File: src/rtl/verilog_const_concat_pkg.sv
// rtl/verilog_const_concat_pkg.sv - mode encodings and per-bit operator for the const/concat pipe
package verilog_const_concat_pkg;

  localparam int MODE_W = 2;

  localparam logic [MODE_W-1:0] MODE_AND = 2'b00;
  localparam logic [MODE_W-1:0] MODE_OR  = 2'b01;
  localparam logic [MODE_W-1:0] MODE_BUF = 2'b10;
  localparam logic [MODE_W-1:0] MODE_INV = 2'b11;

  // Bit-sliced so any channel width can reuse it without width juggling.
  function automatic logic apply_mode(input logic data, input logic [MODE_W-1:0] mode,
                                      input logic and_mask, input logic or_mask);
    logic res;
    case (mode)
      MODE_AND: res = data & and_mask;
      MODE_OR:  res = data | or_mask;
      MODE_BUF: res = data;
      default:  res = ~data;
    endcase
    return res;
  endfunction

endpackage

File: src/rtl/verilog_const_concat_stage.sv
// rtl/verilog_const_concat_stage.sv - one valid/data register slice with load/advance handshake
module verilog_const_concat_stage #(
  parameter int W = 16
) (
  input  logic         clk,
  input  logic         rst,
  input  logic         up_valid_i,
  input  logic [W-1:0] up_data_i,
  output logic         up_ready_o,
  input  logic         down_ready_i,
  output logic         valid_o,
  output logic [W-1:0] data_o
);

  logic         valid_q, valid_d;
  logic [W-1:0] data_q, data_d;
  logic         open;

  // Data only reloads on a real beat, so the slice keeps its last value across bubbles.
  always_comb begin
    open    = !valid_q || down_ready_i;
    valid_d = open ? up_valid_i : valid_q;
    data_d  = (open && up_valid_i) ? up_data_i : data_q;
  end

  always_ff @(posedge clk or posedge rst) begin
    if (rst) begin
      valid_q <= 1'b0;
      data_q  <= '0;
    end else begin
      valid_q <= valid_d;
      data_q  <= data_d;
    end
  end

  assign up_ready_o = open;
  assign valid_o    = valid_q;
  assign data_o     = data_q;

endmodule

File: src/rtl/verilog_const_concat_pipe.sv
// rtl/verilog_const_concat_pipe.sv - per-channel const-mask op into a DEPTH-stage valid/ready pipe (option: VERILOG_CONST_CONCAT_PIPE_PARITY_EN)
module verilog_const_concat_pipe
  import verilog_const_concat_pkg::*;
#(
  parameter int               NCH      = 4,
  parameter int               WIDTH    = 4,
  parameter int               DEPTH    = 2,
  parameter logic [WIDTH-1:0] AND_MASK = {WIDTH{1'b1}},
  parameter logic [WIDTH-1:0] OR_MASK  = {WIDTH{1'b0}}
) (
  input  logic                  clk,
  input  logic                  rst,
  input  logic                  in_valid,
  output logic                  in_ready,
  input  logic [NCH*WIDTH-1:0]  in_data,
  input  logic [2*NCH-1:0]      mode,
  output logic                  out_valid,
  input  logic                  out_ready,
  output logic [NCH*WIDTH-1:0]  out_data,
  output logic [WIDTH-1:0]      out_hi,
  output logic [WIDTH-1:0]      out_lo,
`ifdef VERILOG_CONST_CONCAT_PIPE_PARITY_EN
  output logic                  out_par,
`endif
  output logic [15:0]           beat_cnt
);

  localparam int DW = NCH * WIDTH;
`ifdef VERILOG_CONST_CONCAT_PIPE_PARITY_EN
  localparam int SW = DW + 1;
`else
  localparam int SW = DW;
`endif

  logic [DW-1:0]  op_data;
  logic [DEPTH:0] stg_valid;
  logic [DEPTH:0] stg_ready;
  logic [SW-1:0]  stg_data [0:DEPTH];
  logic [15:0]    beat_cnt_q, beat_cnt_d;

  for (genvar c = 0; c < NCH; c++) begin : g_ch
    for (genvar b = 0; b < WIDTH; b++) begin : g_bit
      assign op_data[c*WIDTH+b] = apply_mode(in_data[c*WIDTH+b], mode[MODE_W*c +: MODE_W],
                                             AND_MASK[b], OR_MASK[b]);
    end
  end

  assign stg_valid[0] = in_valid;
`ifdef VERILOG_CONST_CONCAT_PIPE_PARITY_EN
  assign stg_data[0]  = {^op_data, op_data};
`else
  assign stg_data[0]  = op_data;
`endif
  assign stg_ready[DEPTH] = out_ready;
  assign in_ready         = stg_ready[0];

  for (genvar k = 0; k < DEPTH; k++) begin : g_stage
    verilog_const_concat_stage #(.W(SW)) u_stage (
      .clk          (clk),
      .rst          (rst),
      .up_valid_i   (stg_valid[k]),
      .up_data_i    (stg_data[k]),
      .up_ready_o   (stg_ready[k]),
      .down_ready_i (stg_ready[k+1]),
      .valid_o      (stg_valid[k+1]),
      .data_o       (stg_data[k+1])
    );
  end

  assign out_valid = stg_valid[DEPTH];
  assign out_data  = stg_data[DEPTH][DW-1:0];
  assign out_hi    = out_data[(NCH-1)*WIDTH +: WIDTH];
  assign out_lo    = out_data[0 +: WIDTH];
`ifdef VERILOG_CONST_CONCAT_PIPE_PARITY_EN
  assign out_par   = stg_data[DEPTH][DW];
`endif

  always_comb begin
    beat_cnt_d = beat_cnt_q;
    if (out_valid && out_ready) beat_cnt_d = beat_cnt_q + 16'd1;
  end

  always_ff @(posedge clk or posedge rst) begin
    if (rst) beat_cnt_q <= '0;
    else     beat_cnt_q <= beat_cnt_d;
  end

  assign beat_cnt = beat_cnt_q;

endmodule

File: config.mk
export PLATFORM = sky130hd
export DESIGN_NAME = verilog_const_concat_pipe
export DESIGN_NICKNAME = d
export VERILOG_FILES = /design/src/rtl/verilog_const_concat_pkg.sv /design/src/rtl/verilog_const_concat_stage.sv /design/src/rtl/verilog_const_concat_pipe.sv
export SDC_FILE = /design/constraint.sdc
export NUM_CORES = 1
export LEC_CHECK = 0
export ABC_AREA = 0
export BUFFER_PORTS_ARGS = -buffer_cell sky130_fd_sc_hd__buf_2
export CORE_UTILIZATION = 52
export CTS_BUF_LIST = sky130_fd_sc_hd__clkbuf_4
export CTS_CLUSTER_DIAMETER = 60
export DETAILED_ROUTE_END_ITERATION = 10
export HOLD_SLACK_MARGIN = 0.08
export PLACE_DENSITY_LB_ADDON = 0.25
export SLEW_MARGIN = 20
export SYNTH_ARGS = -nofsm -noshare
export SYNTH_HDL_FRONTEND = slang
export SYNTH_SLANG_ARGS = --single-unit
File: constraint.sdc
create_clock -name clk -period 1.5 [get_ports clk]
set_input_delay 0.075 -clock clk [delete_from_list [all_inputs] [get_ports clk]]
set_output_delay 0.075 -clock clk [all_outputs]
set_load 0.1 [all_outputs]
==> key figures <==
Outcome
  • Status: completed

Clock network
  • Clock transition time at the flip-flop clock pins of the worst setup and hold paths: 130 ps
  • Cell at the root of the clock tree: clkbuf_4
  • Number of H-tree branching levels: 2
  • Largest buffer count on any clock path: 2
  • Sink count of the clock tree: 50
  • Number of buffers added by the clock tree synthesis step: 5
  • CTS tree: done
  • Later-pin clock latency in the skew report: 360 ps

Route
  • WL/cell: 13.0 um
  • Vias per Instance: 4.97
  • Total DRC errors in the routed layout: 0
  • Drt initial violations: 120
  • TritonRoute pass-1 iters: 4
  • Number of routed nets with antenna violations: 0
  • Top layer reached by signal wires: met4
  • Total length of routed met2 wires: 2260 um
  • Total length of routed wires: 4180 um
  • Sum of routed wire segments on met1: 1670 um
  • DR WL met3: 194 um
  • Vias post-DR: 1,594

Worst setup path
  • Critical path's slowest cell: dfrtp_2
  • Setup slack, reg-to-reg: 110 ps
  • Kind of capture point of the worst setup path: flop
  • List of cells traversed by the critical path: ha_4, and4_4, nand4_4, nor4_4, xor2_1
  • Max FO, Critical Path: 5
  • Critical Path Source Type: flop
  • Path depth of the worst reg2reg path: 5
  • Worst Setup Path Type: reg -> reg
  • Critical Path Source: beat_cnt[0]
  • FF-to-FF Start: beat_cnt[0]
  • Worst stage delay on the critical path: 430 ps
  • WP data arrival: 1680 ps
  • Critical path data required time: 1800 ps
  • Endpoint of the worst-slack reg-to-reg timing path: beat_cnt[14]
  • End point of the critical path: beat_cnt[14]

Final layout
  • Leading cell type in the layout, fill and taps excluded: buf_2
  • Post-route core utilization: 71.6%
  • Number of nets in the layout: 299
  • Layout cell share with drive strength beyond 1: 45.0%
  • Area Growth Syn to Fin: 31.5%
  • Diode count: 0
  • Commonest non-fill, non-tap cells in the layout: buf_2, dfrtp_1, xor2_1, dlygate4sd3_1, nor2_1

Floorplan
  • Die Span X: 67.0 um
  • Number of top-level design ports: 70
  • Starting utilization of the core area: 54.5%
  • Core box area: 4030 um2
  • Area of the die: 4480 um2
  • Rows: 23
  • Vertical die dimension: 67.0 um

Pwr
  • Lkg Pwr: 0.00137 uW
  • Largest vdd supply drop: 0.00125 V
  • Areal power density over the cells: 1850 nW/um2

STA
  • Worst setup skew after layout: 6.43 ps
  • Number of endpoints failing setup at the final stage: 0
  • Worst-Margin Slew: 496 ps
  • Final number of hold-violating endpoints: 0
  • Number of max-slew violations in the final report: 0
  • Tmin final: 1390 ps
  • RSZ-0062 raised after global routing: no
  • Final setup margin: 115 ps
  • Final worst-path cycle share: 92.3%
  • Rel. slew slack: 67.1%
  • Max frequency: 0.722 GHz

Synthesis
  • Number of nets in the synthesized netlist: 212
  • Combinational family with the most area after synthesis: simple AND/OR/NAND/NOR gates
  • Avg Synthesized Cell Area: 12.0 um2
  • Largest cells by area after synthesis: dfrtp_1, xor2_1, mux2_2, a21oi_1, nor2_1
  • Arithmetic-cell share of the synthesized area counting full adders, half adders and majority gates: 0.570%
  • Post-synthesis sequential element count: 50
  • Simple-gate area share of the yosys netlist: 13.5%
  • Xor/xnor share of the synthesized area: 12.4%
  • Fraction of the mapped netlist area in compound gates: 3.65%
  • Number of instances in the synthesized netlist: 183
  • Yosys warns: 0
  • Proportion of synthesized chip area in sequential cells: 57.0%
  • Post-synthesis cell type count: 25
  • Cell taking the most area after synthesis: dfrtp_1
  • Proportion of synthesized area in mux cells: 8.72%
  • Top cell type's share of synthesized area: 57.0%
  • Cell area after synthesis: 2190 um2

Hold path
  • Worst min-delay path class: in -> reg

GRT
  • GRT Util Overall: 20.5%
  • Vias in the first global route: 1,590
  • Antenna violations before repair: 0
  • Maximum number of pins on one net before global-route repair: 33
  • Global-route wire length before repair: 6680 um
  • Total congestion overflow after global routing: 0

Placed design
  • Detailed Place HPWL: 2810 um
  • Place WS: 116 ps
  • Quantity of I/O buffers inserted on ports: 69
  • Final estimated routing congestion in global placement: 0.757

Job
  • Total of max-cap violations: 0
[per-stage QoR]
step / power [uW] / instance area [um2] / std cells / TNS (ps) / hold slack (ps)
5_1_grt: 5580 / 2890 / 321 / 0 / 181
2_1_floorplan: 4400 / 2290 / 183 / -19180 / 183
6_report: 5350 / 2890 / 321 / 0 / 162
3_5_place_dp: 4760 / 2640 / 294 / 0 / 143
4_1_cts: 5400 / 2890 / 321 / 0 / 148
3_3_place_gp: 4710 / 2640 / 294 / 0 / 138
[logic make-up after synthesis]
kind of cell	after synthesis
buf+inv	15
flops	50
mux	17
simple gates	53
xor+xnor	31
fa+ha+maj	1
compound gates	16
[power by group]
group | switching, uW | internal (uW) | total (uW)
logic | 2320 | 560 | 2880
clock network | 396 | 195 | 591
registers | 246 | 1640 | 1880
total | 2960 | 2390 | 5350
[per-layer routing]
layer	track usage, %	up-vias
met5	0	-
met4	8.78	0
met3	4.79	5
met2	37.8	39
met1	21.9	763
li1	-	787
[synth_stat cells]
| cell type | instances |
|---|---|
| buf_2 | 5 |
| nor4_4 | 1 |
| nor3_2 | 1 |
| inv_1 | 2 |
| and4_4 | 1 |
| nand2_2 | 1 |
| xor2_1 | 23 |
| nand3_1 | 5 |
| a21oi_1 | 16 |
| nand2b_1 | 3 |
| nand2_1 | 11 |
| and2_1 | 1 |
| xnor2_1 | 8 |
| and3_1 | 1 |
| nor2_1 | 20 |
| ha_1 | 1 |
| mux2_2 | 17 |
| nand4_1 | 3 |
| nand3b_1 | 1 |
| nor3_1 | 1 |
| buf_4 | 8 |
| or2_4 | 1 |
| nor4_2 | 1 |
| nand4_4 | 1 |
| dfrtp_1 | 50 |
[flip-flops by register name (all words and copies together), names as in the netlist]
register and count:
beat_cnt 16, g_stage.u_stage.data_o 32, g_stage.u_stage.valid_o 2
[critical path: cells and delay by family (launching register included)]
family,cells,cell delay [ps]
XOR/XNOR,1,160
adder cells (fa/ha/maj),1,140
flip-flops,1,430
AND/OR/NAND/NOR,3,600
[final cells by class]
class                           instances  area [um2]
Clock buffer                            6        45.0
Tap cell                               50        62.6
Clock inverter                          2        8.76
Multi-Input combinational cell        118         906
Timing Repair Buffer                   93         588
Sequential cell                        50        1270
Inverter                                2        7.51
Fill cell                             297        1140
[worst min path at each step]
stage | start | endpoint | slack, ps | cells after the start
after floorplan | in_valid | g_stage[0].u_stage.valid_o | 180 | 1
after global placement | rst | beat_cnt[12] | 140 | 3
after detailed placement | rst | beat_cnt[3] | 140 | 3
after CTS | mode[7] | g_stage[0].u_stage.data_o[13] | 150 | 4
after global routing | mode[5] | g_stage[0].u_stage.data_o[9] | 180 | 4
final | mode[4] | g_stage[0].u_stage.data_o[9] | 160 | 4
[repair_timing]
| action | CTS | global route |
|---|---|---|
| hold buffers | 19 | 0 |
| setup endpoints to repair | 1 | 0 |
| resized for setup | 1 | 0 |
| setup buffers | 0 | 0 |
| hold endpoints to repair | 70 | 0 |
Power figures use the tool's default switching activity.
